File: src/rtl/rx_unstuff_shift_if.sv
// rx_unstuff_shift_if: bus between the NRZI decoder side and the bit
// unstuffer / word assembler.
//   d_original    decoded bit, valid while shift_enable=1
//   shift_enable  one-cycle strobe per received bit period
//   eop           end-of-packet, clears word framing
//   rx_data       assembled word, LSB = first bit received
//   byte_received one-cycle pulse, rx_data holds a complete word
//   partial_byte  one-cycle pulse, eop arrived mid-word
//   stuff_error   sticky stuff-violation flag
// master: drives the bit stream and observes results.
// slave:  the unstuffer.
interface rx_unstuff_shift_if #(
  parameter int DATA_WIDTH = 8
);
  logic                  d_original;
  logic                  shift_enable;
  logic                  eop;
  logic [DATA_WIDTH-1:0] rx_data;
  logic                  byte_received;
  logic                  partial_byte;
  logic                  stuff_error;

  modport master (
    output d_original, shift_enable, eop,
    input  rx_data, byte_received, partial_byte, stuff_error
  );

  modport slave (
    input  d_original, shift_enable, eop,
    output rx_data, byte_received, partial_byte, stuff_error
  );
endinterface

File: src/rtl/rx_unstuff_shift.sv
// rx_unstuff_shift: removes USB stuffed zeros from the NRZI-decoded bit
// stream and assembles the remaining bits LSB-first into words.
// Ports:
//   clk  rising-edge clock
//   rst  synchronous active-high reset
//   bus  rx_unstuff_shift_if.slave (d_original, shift_enable, eop in;
//        rx_data, byte_received, partial_byte, stuff_error out)
// Optional feature: define RX_STUFF_ERR_EN to flag a 1 in the stuff slot
// on stuff_error (sticky until eop/rst). Without it stuff_error is tied
// low and the stuff counter silently resynchronises.
module rx_unstuff_shift #(
  parameter int DATA_WIDTH = 8,
  parameter int STUFF_RUN  = 6
) (
  input logic             clk,
  input logic             rst,
  rx_unstuff_shift_if.slave bus
);

  localparam int CW = (DATA_WIDTH > 1) ? $clog2(DATA_WIDTH) : 1;
  localparam int OW = $clog2(STUFF_RUN + 1);

  logic [CW-1:0]         bit_cnt;
  logic [OW-1:0]         ones_cnt;
  logic [DATA_WIDTH-1:0] rx_data;
  logic                  byte_received;
  logic                  partial_byte;
  logic                  stuff_slot;

  assign stuff_slot = (ones_cnt == OW'(STUFF_RUN));

`ifdef RX_STUFF_ERR_EN
  logic stuff_error;

  always_ff @(posedge clk) begin
    if (rst) begin
      stuff_error <= 1'b0;
    end else if (bus.eop) begin
      stuff_error <= 1'b0;
    end else if (bus.shift_enable && stuff_slot && bus.d_original) begin
      stuff_error <= 1'b1;
    end
  end
`else
  logic stuff_error;
  assign stuff_error = 1'b0;
`endif

  always_ff @(posedge clk) begin
    if (rst) begin
      rx_data       <= '0;
      byte_received <= 1'b0;
      partial_byte  <= 1'b0;
      bit_cnt       <= '0;
      ones_cnt      <= '0;
    end else begin
      byte_received <= 1'b0;
      partial_byte  <= 1'b0;
      if (bus.eop) begin
        partial_byte <= (bit_cnt != '0);
        bit_cnt      <= '0;
        ones_cnt     <= '0;
      end else if (bus.shift_enable) begin
        if (stuff_slot) begin
          // Stuff slot: sample is never shifted in. A 1 here is a violation;
          // with error reporting the counter stays saturated so further 1s
          // are also dropped until a 0 re-aligns the stream.
`ifdef RX_STUFF_ERR_EN
          if (!bus.d_original) ones_cnt <= '0;
`else
          ones_cnt <= '0;
`endif
        end else begin
          rx_data  <= {bus.d_original, rx_data[DATA_WIDTH-1:1]};
          ones_cnt <= bus.d_original ? ones_cnt + OW'(1) : '0;
          if (bit_cnt == CW'(DATA_WIDTH - 1)) begin
            bit_cnt       <= '0;
            byte_received <= 1'b1;
          end else begin
            bit_cnt <= bit_cnt + CW'(1);
          end
        end
      end
    end
  end

  assign bus.rx_data       = rx_data;
  assign bus.byte_received = byte_received;
  assign bus.partial_byte  = partial_byte;
  assign bus.stuff_error   = stuff_error;

endmodule

File: src/flat_wrapper.sv
// flat-port wrapper written by rule: the top's interface ports become plain ports
module rx_unstuff_shift_flat 
#(
  parameter int DATA_WIDTH = 8,
  parameter int STUFF_RUN  = 6
)
  (clk, rst, bus_d_original, bus_shift_enable, bus_eop, bus_rx_data, bus_byte_received, bus_partial_byte, bus_stuff_error);
  rx_unstuff_shift_if #(.DATA_WIDTH(DATA_WIDTH)) bus_i ();
  input logic clk;
  input logic rst;
  input wire logic [$bits(bus_i.d_original)-1:0] bus_d_original;
  input wire logic [$bits(bus_i.shift_enable)-1:0] bus_shift_enable;
  input wire logic [$bits(bus_i.eop)-1:0] bus_eop;
  output wire logic [$bits(bus_i.rx_data)-1:0] bus_rx_data;
  output wire logic [$bits(bus_i.byte_received)-1:0] bus_byte_received;
  output wire logic [$bits(bus_i.partial_byte)-1:0] bus_partial_byte;
  output wire logic [$bits(bus_i.stuff_error)-1:0] bus_stuff_error;
  assign bus_i.d_original = bus_d_original;
  assign bus_i.shift_enable = bus_shift_enable;
  assign bus_i.eop = bus_eop;
  assign bus_rx_data = bus_i.rx_data;
  assign bus_byte_received = bus_i.byte_received;
  assign bus_partial_byte = bus_i.partial_byte;
  assign bus_stuff_error = bus_i.stuff_error;
  rx_unstuff_shift #(.DATA_WIDTH(DATA_WIDTH), .STUFF_RUN(STUFF_RUN)) u_core (.clk(clk), .rst(rst), .bus(bus_i));
endmodule
File: config.mk
export PLATFORM = sky130hd
export DESIGN_NAME = rx_unstuff_shift_flat
export DESIGN_NICKNAME = d
export VERILOG_FILES = /design/src/rtl/rx_unstuff_shift_if.sv /design/src/rtl/rx_unstuff_shift.sv /design/src/flat_wrapper.sv
export SDC_FILE = /design/constraint.sdc
export NUM_CORES = 1
export LEC_CHECK = 0
export BUFFER_PORTS_ARGS = -buffer_cell sky130_fd_sc_hd__buf_2
export CORE_UTILIZATION = 51
export DETAILED_ROUTE_END_ITERATION = 7
export GPL_TIMING_DRIVEN = 0
export PLACE_DENSITY_LB_ADDON = 0.08
export SLEW_MARGIN = 25
export SYNTH_ARGS = -nofsm -noshare
export SYNTH_HDL_FRONTEND = slang
export SYNTH_SLANG_ARGS = --single-unit
File: constraint.sdc
create_clock -name clk -period 1.6 [get_ports clk]
set_input_delay 0.08 -clock clk [delete_from_list [all_inputs] [get_ports clk]]
set_output_delay 0.08 -clock clk [all_outputs]
set_load 0.01 [all_outputs]
# Yosys cells after proc, flatten, opt, wreduce, memory -nomap -nowiden

Index checks and enable logic that the tools add are counted.

Register bits after elaboration: 16
Input bits: 5
Output and inout bits: 11
Word-level logic and storage cells: 22

Add/sub/neg operators: 2
Eq/ne operators: 2
Muxes and demuxes: 4
Bitwise gates (word level): 3
Reduce and logical (&&, ||, !) cells: 6

Operator list:

| cell                                        | number |
|---|---|
| two-way mux 3 bit                           | 3 |
| adder 3 x 1 -> 3 bit, second input constant | 2 |
| == test 3 bit, second input constant        | 2 |
| OR reduction 2 bit                          | 2 |
| OR reduction 4 bit                          | 1 |
| inverter 1 bit                              | 3 |
| AND reduction 3 bit                         | 1 |
| nonzero test 3 bit                          | 1 |
| AND reduction 2 bit                         | 1 |
| two-way mux 1 bit                           | 1 |

# Longest topological paths before layout

Depth in word-level cells: 3
Mapped depth: 6
Gate-level depth less buffers: 5

# Least setup slack after synthesis

No wires, ideal clock.

Path kind: register -> register
Start: register u_core.ones_cnt[0]
End: register u_core.rx_data[3] (netlist: u_core.bus.rx_data[3])
Setup time: 0.072 ns
Arrival time: 1.297 ns
Path slack: 0.231 ns
Stages on the path, launching flop included: 7
Buffers on the path: 1
Period minus slack after synthesis: 1.369 ns
Cells stage by stage: dfxtp_1 -> inv_1 -> ha_1 -> a21boi_4 -> and2b_1 -> buf_6 -> mux2i_1

Longest elaborated chain between the ends: 3

Ends and longest elaborated chain:

| what                                 | line                   | source |
|---|---|---|
| start, declared                      | rx_unstuff_shift.sv:24 | `logic [OW-1:0] ones_cnt;` |
| start signal, assigned               | rx_unstuff_shift.sv:75 | `ones_cnt <= bus.d_original ? ones_cnt + OW'(1) : '0;` |
| == test 3 bit                        | rx_unstuff_shift.sv:30 | `assign stuff_slot = (ones_cnt == OW'(STUFF_RUN));` |
| inverter 1 bit (no source line)      | n/a                    |  |
| AND reduction 3 bit (no source line) | n/a                    |  |
| end signal, assigned                 | rx_unstuff_shift.sv:74 | `rx_data <= {bus.d_original, rx_data[DATA_WIDTH-1:1]};` |
| end, declared                        | rx_unstuff_shift.sv:25 | `logic [DATA_WIDTH-1:0] rx_data;` |

No other way between the ends.
A chain may end at the register's enable or synchronous reset.

# Worst setup path after layout

Start: register u_core.ones_cnt[0]
End: register u_core.rx_data[1] (netlist: u_core.bus.rx_data[1])

Same word-level chain as after synthesis.

==> impl.org <==
** Logic synthesis
- Proportion of synthesized chip area in sequential cells :: 0.431
- In this run, distinct cell masters in the synthesized netlist total 23.
- Synthesis handed over a netlist of 73 instances.
- Of the post-synthesis cell area, the dominant cell type holds 0.431.
- Post-synth design cell area :: 743 µm²
- Yosys printed 0 warnings.
- Synthesis inferred 16 register bits.
- Avg Inst Size Synth :: 10.2 µm²
- Yosys attributes the largest share of cell area to sky130_fd_sc_hd__dfxtp_1, sky130_fd_sc_hd__mux2i_1, sky130_fd_sc_hd__ha_1.
- Counting every net in the synthesized netlist gives 83.
- Summed over all instances, the cell type with the most area after synthesis is sky130_fd_sc_hd__dfxtp_1.

** Worst hold path
- The min-delay analysis places its worst path in the category input pin to flop.
- Along the worst hold path, the cell count comes to 3.

** Die
- Number of I/O pins :: 16
- Area of the placeable core :: 1330 µm²
- Horizontal extent of the die :: 40.2 µm
- In this run the core area contains 13 standard-cell rows.
- Initial Utilization :: 0.557
- Measured along the y axis, the die boundary spans 40.2 µm.
- The die covers 1610 µm².

** Final layout
- Antenna diode count :: 0
- # nets final :: 105
- Post-route core utilization :: 0.677
- The finished layout holds 109 standard cells, fillers aside.
- Layout cells sized above 1 :: 0.298
- Layout Area Growth over Synthesis :: 21.5%
- Multi-input logic area :: 370 µm²
- After filler insertion, the fill cell instance count of the layout stands at 120.
- Sequential standard cell area :: 320 µm²

** Global route
- Vias in the first global route :: 407
- Entering global routing, the biggest net connects 11 pins.
- GRT Util Overall :: 0.164
- First-pass GRT wire length :: 1710 µm
- The initial antenna violation count was 0.
- Total congestion overflow after global routing :: 0

** Critical path
- Arrival time at the worst endpoint :: 1.60 ns
- The worst setup path is launched from a flop.
- The worst setup path is captured at a flop.
- At the worst endpoint, the required time is 1.78 ns.
- The worst register-to-register path has a depth of 7.
- Critical path start-end classification :: flop to flop
- Peak fanout along the critical path :: 5

** Placed design
- Routability-driven placement finished with a final weighted congestion of 0.599.
- Placed Cells :: 102
- HPWL after detailed placement :: 850 µm
- Number of buffers added on ports :: 14
- Before CTS, the worst setup slack after placement is 0.123 ns.

** STA
- Based on the critical path, the design can be clocked at up to 705 MHz.
- Across the routed clock network, the largest skew measured is 0.00237 ns.
- Final critical-path required period :: 1.42 ns
- Setup repair after global routing missed its margin :: false
- Setup WS post-layout :: 0.182 ns
- The number of hold violations in the final report is 0.
- Pins Over Slew Limit :: 0
- Dividing the final minimum period by the clock period gives 0.886.
- Summed over all failing endpoints, the final setup total negative slack is 0 ns.
- Setup violations remaining at the end of the flow were counted as 0.

** Outcome
- Outcome :: finished, final reports clean

** CTS
- Root Buffer :: sky130_fd_sc_hd__clkbuf_4
- In this run, CTS created clock tree buffers numbering 3.
- Maximum level of the CTS H-tree :: 1
- After clock tree synthesis, the clock-pin slew on the worst setup and hold paths is 0.09 ns.
- In this run the deepest clock path goes through 2 buffers.
- CTS tree :: yes
- For the worst-skew pair, the clock arrives at the later sink with an insertion delay of 0.28 ns.
- Sinks on Clock Net :: 16

** Route
- In this run, the number of DRC markers left after iteration 0 of detailed routing was 4.
- First drt pass iteration count :: 4
- Drt total wl :: 1170 µm
- In the final routed layout, each cell accounts on average for 10.7 µm.
- Count of antenna-violating nets left after detailed routing :: 0
- Routed vias/inst :: 4.94
- After detailed routing, the number of remaining DRC violations is 0.
- Detailed-route via count :: 538

** Power and ir drop
- The worst-case IR drop observed on VDD is 0.000518 V.
- Power Density :: 822 nW/µm²
- For this design the static power due to leakage is 0.438 nW.

** Job
- MaxCap Viol Count :: 0
-- path summary, 6_finish.rpt --
kind                                                    startpoint                                 end  slack [ns]
worst max-delay path               u_core.ones_cnt[0]$_SDFFE_PP0P_  u_core.bus.rx_data[1]$_SDFFE_PP0P_        0.18
worst min-delay path                                bus_d_original     u_core.ones_cnt[0]$_SDFFE_PP0P_        0.08
worst max register to register     u_core.ones_cnt[0]$_SDFFE_PP0P_  u_core.bus.rx_data[1]$_SDFFE_PP0P_        0.18
worst min register to register  u_core.bus.rx_data[0]$_SDFFE_PP0P_  u_core.bus.rx_data[0]$_SDFFE_PP0P_        0.48
-- metrics by stage --
| stage | hold slack [ns] | power (mW) | area, µm² |
|---|---|---|---|
| 6_report | 0.0822 | 0.743 | 903 |
| 5_1_grt | 0.0699 | 0.778 | 903 |
| 3_3_place_gp | 0.377 | 0.479 | 832 |
| 4_1_cts | 0.0690 | 0.746 | 868 |
| 3_5_place_dp | 0.382 | 0.480 | 832 |
| 2_1_floorplan | 0.227 | 0.463 | 743 |
-- logic make-up after synthesis --
family,Yosys count,synth area share
other cells,1,0.00505
flops,16,0.431
buf+inv,9,0.0707
fa+ha+maj,5,0.0842
mux,11,0.148
simple gates,26,0.209
compound gates,5,0.0522
-- metal layers --
metal / routed length (µm) / GRT usage / up-vias / share of wire
met5: 0 / 0 / - / 0
met4: 29 / 0.125 / 0 / 0.025
met3: 42 / 0.0500 / 4 / 0.036
met2: 572 / 0.242 / 13 / 0.49
met1: 522 / 0.197 / 244 / 0.45
li1: - / - / 277 / -
-- sequential cells by signal (all words and copies together), names as in the netlist --
register / cells
u_core.bit_cnt: 3
u_core.bus.byte_received: 1
u_core.bus.partial_byte: 1
u_core.bus.rx_data: 8
u_core.ones_cnt: 3
-- placed cells by master, fill, tap and decap left out, drive strengths merged --
| master | Yosys | layout |
|---|---|---|
| buf | 3 | 20 |
| dfxtp | 16 | 16 |
| mux2i | 11 | 11 |
| nand2b | 10 | 10 |
| clkbuf | 2 | 6 |
| nor2 | 5 | 5 |
| ha | 5 | 5 |
| inv | 4 | 4 |
| a21oi | 3 | 3 |
| nand2 | 2 | 2 |
| nor3b | 2 | 2 |
| or2 | 1 | 1 |
| a21boi | 1 | 1 |
| and2b | 1 | 1 |
| nand3b | 1 | 1 |
| nand3 | 1 | 1 |
| nor2b | 1 | 1 |
| and3 | 1 | 1 |
| nand4b | 1 | 1 |
| o21ai | 1 | 1 |
| conb | 1 | 1 |
-- layout make-up --
type                    instances  share of cell area
inverters                       4              0.0166
well taps                      15              0.0208
clock buffers                   4              0.0402
repair buffers                 17               0.116
flip-flops and latches         16               0.355
multi-input cells              48               0.410
plain buffers                   5              0.0416
-- cell usage after synthesis --
cell type	number
sky130_fd_sc_hd__or2_2	1
sky130_fd_sc_hd__and3_2	1
sky130_fd_sc_hd__nand2_1	2
sky130_fd_sc_hd__a21boi_4	1
sky130_fd_sc_hd__nand3b_1	1
sky130_fd_sc_hd__nand3_1	1
sky130_fd_sc_hd__nand2b_1	9
sky130_fd_sc_hd__buf_6	2
sky130_fd_sc_hd__buf_4	1
sky130_fd_sc_hd__nand2b_2	1
sky130_fd_sc_hd__o21ai_0	1
sky130_fd_sc_hd__a21oi_1	3
sky130_fd_sc_hd__nor2b_1	1
sky130_fd_sc_hd__inv_1	4
sky130_fd_sc_hd__conb_1	1
sky130_fd_sc_hd__mux2i_1	11
sky130_fd_sc_hd__dfxtp_1	16
sky130_fd_sc_hd__ha_1	5
sky130_fd_sc_hd__clkbuf_1	2
sky130_fd_sc_hd__nor3b_1	2
sky130_fd_sc_hd__nor2_1	5
sky130_fd_sc_hd__nand4b_1	1
sky130_fd_sc_hd__and2b_1	1
-- what timing repair did --
action,4_1_cts,5_1_grt
buffers inserted,0,3
setup endpoints to repair,0,4
hold buffers,0,0
resized for setup,0,0
-- report_power, final --
part           total (mW)  internal, mW  switching (mW)  leakage, nW
logic              0.0734        0.0412          0.0322        0.287
clock network       0.263         0.139           0.125       0.0210
registers           0.406         0.403         0.00314        0.129
total               0.743         0.583           0.160        0.438
-- critical path: stages, from the launching register on --
cell                       delay, ns
sky130_fd_sc_hd__dfxtp_1        0.36
sky130_fd_sc_hd__inv_1          0.07
sky130_fd_sc_hd__ha_1           0.24
sky130_fd_sc_hd__a21boi_4       0.21
sky130_fd_sc_hd__buf_12         0.14
sky130_fd_sc_hd__nand2b_2       0.05
sky130_fd_sc_hd__buf_6          0.13
sky130_fd_sc_hd__mux2i_1        0.11
Note: power is estimated with default switching activity, not from simulation.
